File: src/rtl/rf68000_ring_server.sv
// ============================================================================
// rf68000_ring_server : ring responder/root node; queues requests, runs bus cycles, returns ACK/AACK/RETRY
// Revision: 1.0
// ============================================================================
`default_nettype none

package rf68000_ring_pkg;
  localparam logic [3:0] PT_NULL  = 4'd0;
  localparam logic [3:0] PT_READ  = 4'd1;
  localparam logic [3:0] PT_WRITE = 4'd2;
  localparam logic [3:0] PT_AREAD = 4'd3;
  localparam logic [3:0] PT_ACK   = 4'd4;
  localparam logic [3:0] PT_AACK  = 4'd5;
  localparam logic [3:0] PT_RETRY = 4'd6;

  typedef struct packed {
    logic [5:0]  did;
    logic [5:0]  sid;
    logic [5:0]  age;
    logic        ack;
    logic [3:0]  typ;
    logic [3:0]  sel;
    logic [31:0] adr;
    logic [31:0] dat;
  } packet_t;
endpackage

module rf68000_ring_server
  import rf68000_ring_pkg::*;
#(
  parameter int ID         = 62,
  parameter int FIFO_DEPTH = 4,
  parameter int AGE_MAX    = 63,
  parameter int TIMEOUT    = 255
)(
  input  logic        clk_i,
  input  logic        rst_i,
  input  packet_t     packet_i,
  output packet_t     packet_o,
  input  packet_t     rpacket_i,
  output packet_t     rpacket_o,
  output logic        m_cyc_o,
  output logic        m_stb_o,
  input  logic        m_ack_i,
  output logic        m_we_o,
  output logic [3:0]  m_sel_o,
  output logic [31:0] m_adr_o,
  output logic [31:0] m_dat_o,
  input  logic [31:0] m_dat_i,
  output logic        busy_o,
  output logic        drop_o,
  output logic        tmo_o
);

  localparam int c_PW = (FIFO_DEPTH > 1) ? $clog2(FIFO_DEPTH) : 1;
  localparam int c_CW = c_PW + 1;
  localparam int c_TW = (TIMEOUT > 1) ? $clog2(TIMEOUT + 1) : 1;
  localparam logic [5:0]      c_ID      = 6'(ID);
  localparam logic [5:0]      c_BCAST   = 6'd63;
  localparam logic [5:0]      c_AGE_MAX = 6'(AGE_MAX);
  localparam logic [c_CW-1:0] c_FULL    = c_CW'(FIFO_DEPTH);
  localparam logic [c_TW-1:0] c_TMO     = c_TW'(TIMEOUT);
  localparam logic [0:0]      c_IDLE    = 1'b0;
  localparam logic [0:0]      c_BUS     = 1'b1;

  function automatic logic f_empty(input packet_t p);
    return (p.sid | p.did) == 6'd0;
  endfunction

  function automatic packet_t f_aged(input packet_t p);
    packet_t q = p;
    if (p.age != 6'h3F) q.age = p.age + 6'd1;
    return q;
  endfunction

  packet_t         r_fifo [FIFO_DEPTH];
  logic [c_PW-1:0] r_wr_ptr, r_rd_ptr;
  logic [c_CW-1:0] r_count;
  packet_t         r_rsp_tx, r_rty_tx;
  logic [0:0]      r_state, w_state_nxt;
  logic [c_TW-1:0] r_timer;
  logic [3:0]      r_req_typ;
  logic [5:0]      r_req_sid;

  packet_t w_head, w_pkt_nxt, w_rpkt_nxt, w_rsp_new, w_rty_new;
  logic    w_full, w_is_req, w_rsp_valid, w_rty_valid, w_can_start, w_bus_end;
  logic    w_push, w_pop, w_finish, w_tmo;
  logic    w_rty_load, w_rty_clr, w_rsp_clr, w_req_drop, w_rsp_drop;
  logic    w_unused;

  assign w_head      = r_fifo[r_rd_ptr];
  assign w_full      = (r_count == c_FULL);
  assign w_rsp_valid = !f_empty(r_rsp_tx);
  assign w_rty_valid = !f_empty(r_rty_tx);
  assign w_is_req    = (packet_i.typ == PT_READ) || (packet_i.typ == PT_AREAD) ||
                       (packet_i.typ == PT_WRITE);
  assign w_can_start = (r_count != '0) && !w_rsp_valid && !m_ack_i;
  assign w_bus_end   = m_ack_i || (r_timer == c_TMO);
  assign busy_o      = (r_count != '0) || (r_state != c_IDLE);
  assign w_unused    = ^{w_head.did, w_head.age, w_head.ack};

  // Request ring: consume our requests, bounce reads with RETRY when full, age the rest
  always_comb begin
    w_pkt_nxt  = f_aged(packet_i);
    w_push     = 1'b0;
    w_rty_load = 1'b0;
    w_req_drop = 1'b0;
    w_rty_new      = '0;
    w_rty_new.sid  = c_ID;
    w_rty_new.did  = packet_i.sid;
    w_rty_new.typ  = PT_RETRY;
    w_rty_new.adr  = packet_i.adr;
    if (packet_i.did == c_ID && packet_i.did != c_BCAST && w_is_req) begin
      if (!w_full) begin
        w_push    = 1'b1;
        w_pkt_nxt = '0;
      end else if (packet_i.typ != PT_WRITE && !w_rty_valid) begin
        w_rty_load = 1'b1;
        w_pkt_nxt  = '0;
      end
    end else if (packet_i.did == c_ID && packet_i.did != c_BCAST) begin
      w_pkt_nxt  = '0;
      w_req_drop = 1'b1;
    end else if (!f_empty(packet_i) && packet_i.age >= c_AGE_MAX) begin
      w_pkt_nxt  = '0;
      w_req_drop = 1'b1;
    end
  end

  always_comb begin
    w_rpkt_nxt = f_aged(rpacket_i);
    w_rsp_clr  = 1'b0;
    w_rty_clr  = 1'b0;
    w_rsp_drop = 1'b0;
    if (f_empty(rpacket_i)) begin
      if (w_rsp_valid) begin
        w_rpkt_nxt = r_rsp_tx;
        w_rsp_clr  = 1'b1;
      end else if (w_rty_valid) begin
        w_rpkt_nxt = r_rty_tx;
        w_rty_clr  = 1'b1;
      end
    end else if (rpacket_i.did != c_ID && rpacket_i.age >= c_AGE_MAX) begin
      w_rpkt_nxt = '0;
      w_rsp_drop = 1'b1;
    end
  end

  always_comb begin
    w_rsp_new     = '0;
    w_rsp_new.sid = c_ID;
    w_rsp_new.did = r_req_sid;
    w_rsp_new.ack = 1'b1;
    w_rsp_new.typ = (r_req_typ == PT_AREAD) ? PT_AACK : PT_ACK;
    w_rsp_new.adr = m_adr_o;
    w_rsp_new.dat = m_ack_i ? m_dat_i : 32'hFFFF_FFFF;
  end

  always_ff @(posedge clk_i or posedge rst_i) begin
    if (rst_i) r_state <= c_IDLE;
    else       r_state <= w_state_nxt;
  end

  always_comb begin
    w_state_nxt = r_state;
    case (r_state)
      c_IDLE:  if (w_can_start) w_state_nxt = c_BUS;
      c_BUS:   if (w_bus_end)   w_state_nxt = c_IDLE;
      default: w_state_nxt = c_IDLE;
    endcase
  end

  always_comb begin
    w_pop    = 1'b0;
    w_finish = 1'b0;
    w_tmo    = 1'b0;
    case (r_state)
      c_IDLE: w_pop = w_can_start;
      c_BUS: begin
        w_finish = w_bus_end;
        w_tmo    = !m_ack_i && (r_timer == c_TMO);
      end
      default: ;
    endcase
  end

  always_ff @(posedge clk_i or posedge rst_i) begin
    if (rst_i) begin
      r_wr_ptr <= '0;
      r_rd_ptr <= '0;
      r_count  <= '0;
      for (int i = 0; i < FIFO_DEPTH; i++) r_fifo[i] <= '0;
    end else begin
      if (w_push) begin
        r_fifo[r_wr_ptr] <= packet_i;
        r_wr_ptr         <= r_wr_ptr + c_PW'(1);
      end
      if (w_pop) r_rd_ptr <= r_rd_ptr + c_PW'(1);
      r_count <= r_count + c_CW'(w_push) - c_CW'(w_pop);
    end
  end

  always_ff @(posedge clk_i or posedge rst_i) begin
    if (rst_i) begin
      packet_o  <= '0;
      rpacket_o <= '0;
      r_rty_tx  <= '0;
      drop_o    <= 1'b0;
    end else begin
      packet_o  <= w_pkt_nxt;
      rpacket_o <= w_rpkt_nxt;
      drop_o    <= w_req_drop | w_rsp_drop;
      if (w_rty_load)     r_rty_tx <= w_rty_new;
      else if (w_rty_clr) r_rty_tx <= '0;
    end
  end

  always_ff @(posedge clk_i or posedge rst_i) begin
    if (rst_i) begin
      m_cyc_o   <= 1'b0;
      m_stb_o   <= 1'b0;
      m_we_o    <= 1'b0;
      m_sel_o   <= 4'h0;
      m_adr_o   <= 32'h0;
      m_dat_o   <= 32'h0;
      r_timer   <= '0;
      r_req_typ <= 4'h0;
      r_req_sid <= 6'h0;
      r_rsp_tx  <= '0;
      tmo_o     <= 1'b0;
    end else begin
      tmo_o <= w_tmo;
      if (w_rsp_clr) r_rsp_tx <= '0;
      if (w_pop) begin
        m_cyc_o   <= 1'b1;
        m_stb_o   <= 1'b1;
        m_we_o    <= (w_head.typ == PT_WRITE);
        m_sel_o   <= (w_head.typ == PT_WRITE) ? w_head.sel : 4'hF;
        m_adr_o   <= w_head.adr;
        m_dat_o   <= w_head.dat;
        r_timer   <= '0;
        r_req_typ <= w_head.typ;
        r_req_sid <= w_head.sid;
      end else if (w_finish) begin
        m_cyc_o <= 1'b0;
        m_stb_o <= 1'b0;
        m_we_o  <= 1'b0;
        m_sel_o <= 4'h0;
        if (r_req_typ != PT_WRITE) r_rsp_tx <= w_rsp_new;
      end else if (r_state == c_BUS) begin
        r_timer <= r_timer + c_TW'(1);
      end
    end
  end

endmodule

`default_nettype wire

File: config.mk
export PLATFORM = sky130hd
export DESIGN_NAME = rf68000_ring_server
export DESIGN_NICKNAME = d
export VERILOG_FILES = /design/src/rtl/rf68000_ring_server.sv
export SDC_FILE = /design/constraint.sdc
export NUM_CORES = 1
export LEC_CHECK = 0
export CAP_MARGIN = 0
export CORE_ASPECT_RATIO = 1.75
export CORE_MARGIN = 5
export CORE_UTILIZATION = 53
export DETAILED_ROUTE_END_ITERATION = 6
export PLACE_DENSITY = 0.79
export SYNTH_ARGS = -nofsm -noshare
export SYNTH_HDL_FRONTEND = slang
export SYNTH_SLANG_ARGS = --single-unit
File: constraint.sdc
create_clock -name clk_i -period 31.1 [get_ports clk_i]
set_clock_uncertainty 0.1 [all_clocks]
set_input_delay 6.22 -clock clk_i [delete_from_list [all_inputs] [get_ports clk_i]]
set_output_delay 6.22 -clock clk_i [all_outputs]
set_load 0.01 [all_outputs]
==> results.md, run 1 <==
- RSZ-0062 raised after global routing: no
- DRT Wirelength: 75,950 um
- Setup Viol. Count Final: 0
- Leakage: 17.36 nW
- Post-synth cell types: 55
- Synth Flop Type: dfrtp_1
- Hold buffer count at cts: 0
- Final Max Slew Viols: 0
- Critical path class: in -> async
- Final TNS setup: 0 ns
- Met3 usage: 0.05109
- Min Tclk post-route: 9.746 ns
- CP max FO: 176
- Final HPWL DP: between 40,000 and 50,000 um
- Post-synth EDFFs: 0
- # IOs: 473
- CTS Buf Count: 66
- Hold WS: approximately 0.38 ns
- Count of nets after finishing: 2,784
- Pwr/cell area: ~59 mW/mm^2
- Cells after DPL: 3,179
- H-tree depth: 3
- Antenna-violating nets left: 0
- Syn Inst Count: 2,127
- Max Clk Rate: 102.6 MHz
- Port bufs: 472
- Top cells by count, synth: dfrtp_1 (722), nand2_1 (340), mux2_2 (304)
- Tot GR Track Use: 0.2573
- Worst slew pin tran: 1.289 ns
- First-pass DRT Iterations: 6
- Largest net degree at the start of global routing: around 180
- #FFs+latches synth: 722
- Post-Syn Nets: 2,354
- Final period util: 0.3134
- Root Buffer: clkbuf_16
- Initial Util: 0.5321
- Synth area leader: dfrtp_1
- Layout overhead on the synthesized area: 25.86%
- Vias in the first global route: 21,130
- Core footprint: 0.05415 mm^2
- Top area cells in the synthesized netlist: dfrtp_1 (63%), mux2_2 (12%), mux4_2 (6.1%)
- Vias per cell: slightly below 6
- Fillcell total: 3,857
- Worst VDD drop: 0.05201 mV
- Count leader, synth: dfrtp_1
- Gp weighted congestion: 0.8428
- Post-CTS Setup Bufs: 0
- CP Data Required Time: between 30 and 40 ns
- Run status: completed
- WP data arrival: 10.22 ns
- Final hold vios: 0
- Layout cells sized above 1: 0.2046
- Antenna violations before repair: 8
- Worst setup SP type: input pin
- # resized after CTS: 0
- Mapped cell area: about 0.029 mm^2
- Clk buf depth: 3
- Synth top area share: 0.6270
- Clock transition at the registers of the reported paths: ~0.06 ns
- Busiest metal layer after global routing: met2
- CTS tree: built
- Final Non-Filler Cells: 3,301
- Detailed-route via count: 19,150
- Clock tree sinks: 722
- # rows: 113
- DRC viols: 0
- DIE HEIGHT: about 320 um
- First-pass GRT wire length: 119,600 um
- Iter 0 DRT Violations: 1,132
- Syn avg cell area: 13.55 um^2
- Wire per inst: 23.01 um
- HP Class: reg -> reg
- Crit. End Element: async pin
- FFs w/ async S/R, synth: 1.000
- Met2 Use GR: 0.4577
- Die ar.: 0.05932 mm^2
- GR Overflow Total: 0
- Worst-Skew Late Latency: 0.59 ns
- Max-cap violation count: 0
- Reg-to-reg slack, setup: 27.34 ns
- Slew margin rel.: 0.1387
- Die Wd: around 190 um
- GR Util met1: 0.3078
- Seq/Total Area, Yosys: 0.6270
- Yosys warning count: 0
cells in the final DEF (no fill, tap or decap), types with 33 or more instances in the layout:
cell / n
mux2_2: 304
clkdlybuf4s50_1: 472
dfrtp_1: 720
a21oi_1: 47
clkbuf_16: 68
a22oi_1: 34
a31oi_1: 33
inv_1: 40
mux4_2: 78
nor2b_1: 86
nand2_1: 336
a22o_1: 111
per-stage QoR:
| stage | setup slack [ns] | power, mW | util | area (um^2) |
|---|---|---|---|---|
| detailed placement | 20.60 | 1.334 | 0.6292 | 34070 |
| CTS | 21.25 | 2.157 | 0.6695 | 36250 |
| finish | 21.35 | 2.136 | 0.6697 | 36270 |
| floorplan | 4.526 | 1.205 | - | 28820 |
| global placement | 20.76 | 1.322 | 0.6292 | 34070 |
| global route | 20.67 | 2.222 | 0.6697 | 36260 |
state kept, by name (all words and copies together), names as in the netlist:
signal     flops
drop_o         1
m_stb_o        1
r_req_sid      6
r_wr_ptr       2
r_count        3
r_timer        8
r_req_typ      4
rpacket_o     91
r_rty_tx      39
packet_o      91
m_adr_o       32
m_dat_o       32
m_sel_o        4
r_rsp_tx      91
m_we_o         1
r_rd_ptr       2
tmo_o          1
r_state        1
r_fifo       312
per-layer routing:
metal  up-vias  wire (um)  share of wire
li1       8323          -              -
met1      9994      27770           0.37
met2       667      40890           0.54
met3       161       4895          0.064
met4         4       2367          0.031
met5         -         27        0.00036
area by class of cell:
cell class | instances | area (um^2) | area share
inverters | 42 | 166.4 | 0.004588
clock inverters | 21 | 246.5 | 0.006796
clock buffers | 95 | 1933 | 0.05330
multi-input cells | 1229 | 10050 | 0.2771
well taps | 690 | 863.3 | 0.02380
diodes | 6 | 15.01 | 0.0004140
flip-flops and latches | 722 | 18070 | 0.4984
repair buffers | 496 | 4917 | 0.1356
critical path, stage by stage:
cell	delay [ns]
clkdlybuf4s50_1	0.49
inv_8	0.69
buf_12	0.74
buf_4	0.82
buf_4	0.91
worst paths after layout:
check                                     end  cells after the start           from
worst min-delay path               r_fifo[71]                      1     r_fifo[71]
worst max-delay path              r_fifo[325]                      5          rst_i
min in group asynchronous       rpacket_o[19]                      2          rst_i
worst min register to register     r_fifo[71]                      1     r_fifo[71]
max in group clk_i               r_rsp_tx[39]                      8  rpacket_i[88]
worst max register to register     m_sel_o[0]                      7   r_rsp_tx[79]
kinds of logic after synthesis:
family          synth area share
xor+xnor                0.003951
buf+inv                  0.02762
simple gates             0.08658
mux                       0.1805
fa+ha+maj               0.004603
flops                     0.6270
compound gates           0.06978
where the power goes:
group          total (mW)  switching (mW)  internal (mW)
sequential           1.06          0.0608          0.997
combinational       0.257           0.121          0.135
clock               0.821           0.352          0.469
Power figures use the tool's default switching activity.
==> inputs of run 2 (changes only) <==
==> constraint.sdc (replaced) <==
create_clock -name clk_i -period 10.1 [get_ports clk_i]
set_clock_uncertainty 0.1 [all_clocks]
set_input_delay 2.02 -clock clk_i [delete_from_list [all_inputs] [get_ports clk_i]]
set_output_delay 2.02 -clock clk_i [all_outputs]
set_load 0.01 [all_outputs]
==> run 2 against run 1 <==
Via count decreased by 0.77%; total power rose to 3.1 times the previous value; highest routed layer is now met4; clock power grew to 3.2 times the previous value; setup slack got worse by 16 ns; global-route usage fell by 0.060 points.
==> results.md, run 2 (synthesis results as in run 1) <==
- Antenna violations before repair: 4 (was 8)
- Worst VDD drop: 0.1486 mV (was 0.05201 mV)
- Clock transition at the registers of the reported paths: 0.06 ns (about the same)
- Layout cells sized above 1: 0.2052 (was 0.2046)
- Clock share of power: 0.395 (was 0.384)
- Root Buffer: clkbuf_16 (unchanged)
- Post-CTS Setup Bufs: 0 (unchanged)
- Antenna-violating nets left: 0 (unchanged)
- # IOs: 473 (unchanged)
- Layout overhead on the synthesized area: 26.41% (was 25.86%)
- Gp weighted congestion: 0.8629 (was 0.8428)
- P_int: 5.064 mW (was 1.602 mW)
- CTS Buf Count: 67 (was 66)
- GR Overflow Total: 0 (unchanged)
- Tot GR Track Use: 0.2567 (was 0.2573)
- Layout Utilization: 0.6727 (was 0.6697)
- Pwr/cell area: 183.8 mW/mm^2 (was 58.89 mW/mm^2)
- Run status: completed (unchanged)
- Biggest register: r_fifo (unchanged)
- # resized after CTS: 0 (unchanged)
- Wire per inst: 22.93 um (was 23.01 um)
- Final hold vios: 0 (unchanged)
- Sw Pwr: 1.632 mW (was 0.5339 mW)
- HP Class: reg -> reg (unchanged)
- Max-cap violation count: 0 (unchanged)
- Worst setup SP type: input pin (unchanged)
- Largest net degree at the start of global routing: 203 (was 177)
- Crit. End Element: flop (was async pin)
- Most frequent cells in the layout: dfrtp_1 (720), clkdlybuf4s50_1 (472), nand2_1 (336) (unchanged)
- Net Sw Frac: 0.2437 (was 0.2500)
- Flop pwr share: 0.483 (was 0.495)
- Detailed-route via count: 19,000 (was 19,150)
- Hold buffer count at cts: 0 (unchanged)
- Final Max Slew Viols: 0 (unchanged)
- Slew margin rel.: 0.1583 (was 0.1387)
- Reg-to-reg slack, setup: 6.13 ns (was 27.34 ns)
- Die Wd: 186.3 um (unchanged)
- Clk buf depth: 3 (unchanged)
- Commonest non-fill, non-tap cell in the layout: dfrtp_1 (unchanged)
- Die ar.: 0.05932 mm^2 (unchanged)
- Leakage: 17.42 nW (was 17.36 nW)
- Worst slew pin tran: 1.263 ns (was 1.289 ns)
- DRC viols: 0 (unchanged)
- Max Clk Rate: 199.1 MHz
- Worst-Skew Late Latency: 0.58 ns (was 0.59 ns)
- Fillcell total: 3,867 (was 3,857)
- Comb power frac: 0.122 (was 0.120)
- Clock tree sinks: 722 (unchanged)
- DRT Wirelength: 75,680 um (was 75,950 um)
- Iter 0 DRT Violations: 1,190 (was 1,132)
- Post-place setup slack: 4.550 ns (was 20.60 ns)
- Min Tclk post-route: around 5 ns
- Port bufs: 472 (unchanged)
- Vias per cell: 5.756 (was 5.801)
- Count of nets after finishing: 2,785 (was 2,784)
- WP data arrival: 5.42 ns (was 10.22 ns)
- DIE HEIGHT: 318.5 um (unchanged)
- CP max FO: 35 (was 176)
- Final HPWL DP: 49,180 um (was 49,630 um)
- RSZ-0062 raised after global routing: no (unchanged)
- Setup Viol. Count Final: 0 (unchanged)
- Final period util: 0.4973
- Cells along the critical path: clkdlybuf4s50_1 > buf_4 > or4_4 > clkinv_2 > ha_1 > inv_1 > ha_1 > inv_1 > fa_1 > xnor2_1 > xnor2_1 (was clkdlybuf4s50_1 > inv_8 > buf_12 > buf_4 > buf_4)
- Core footprint: 0.05415 mm^2 (unchanged)
- First-pass DRT Iterations: 6 (unchanged)
- CP Data Required Time: 10.50 ns (was 31.57 ns)
- Crit-path max cell delay: 0.54 ns (was 0.91 ns)
- Critical path class: in -> reg (was in -> async)
- H-tree depth: 3 (unchanged)
- CTS tree: built (unchanged)
- Vias in the first global route: 20,530 (was 21,130)
- Max FFs per register: 312 (unchanged)
- First-pass GRT wire length: 119,000 um (was 119,600 um)
- Crit-path slowest cell: clkinv_2 (was buf_4)
- # rows: 113 (unchanged)
- Initial Util: 0.5321 (unchanged)
- Setup WS post-layout: 5.077 ns (was 21.35 ns)
## run 2: worst max-delay path: cells and delay by family
| kind | cells | cell delay [ns] |
|---|---|---|
| buffers and inverters | 5 | 1.48 |
| adder cells (fa/ha/maj) | 3 | 1.01 |
| AND/OR/NAND/NOR | 1 | 0.47 |
| XOR/XNOR | 2 | 0.40 |
## run 2: worst paths after layout
path	cells past startpoint	from	to
max in group asynchronous	4	rst_i	r_fifo[171]
worst min register to register	2	r_req_sid[1]	r_req_sid[1]
worst max-delay path	11	m_ack_i	r_count[2]
min in group asynchronous	3	rst_i	r_rsp_tx[48]
worst min-delay path	2	r_req_sid[1]	r_req_sid[1]
worst max register to register	11	r_rsp_tx[79]	r_count[2]
## run 2: power by group through the flow
stage / clock, mW / sequential (mW) / combinational [mW]
final: 2.65 / 3.23 / 0.815
after global routing: 2.83 / 3.26 / 0.888
after CTS: 2.70 / 3.24 / 0.830
after detailed placement: 0 / 3.29 / 0.821
after global placement: 0 / 3.28 / 0.796
after floorplan: 0 / 3.23 / 0.483
## run 2: cell type report
| cell class | count | area (um^2) | area share |
|---|---|---|---|
| diodes | 4 | 10.01 | 0.0002748 |
| clock buffers | 96 | 1981 | 0.05438 |
| flip-flops and latches | 722 | 18070 | 0.4962 |
| inverters | 42 | 162.7 | 0.004466 |
| well taps | 690 | 863.3 | 0.02370 |
| multi-input cells | 1229 | 10050 | 0.2759 |
| repair buffers | 496 | 4955 | 0.1360 |
| clock inverters | 22 | 327.8 | 0.009000 |
## run 2: per-layer routing
| metal | global-route usage | share of wire | up-vias |
|---|---|---|---|
| li1 | - | - | 8327 |
| met1 | 0.3077 | 0.37 | 9928 |
| met2 | 0.4626 | 0.54 | 611 |
| met3 | 0.04354 | 0.057 | 135 |
| met4 | 0.08799 | 0.033 | 0 |
| met5 | 0 | 0 | - |
## run 2: per-stage QoR
stage	instance area (um^2)	setup TNS, ns	instances	power, mW	hold WS, ns
floorplan	28820	-1378.81	2127	3.713	0.3384
global placement	34110	0	3179	4.072	0.3598
detailed placement	34110	0	3179	4.109	0.3593
CTS	36410	0	3297	6.769	0.3762
global route	36420	0	3300	6.974	0.3945
finish	36420	0	3301	6.695	0.3708
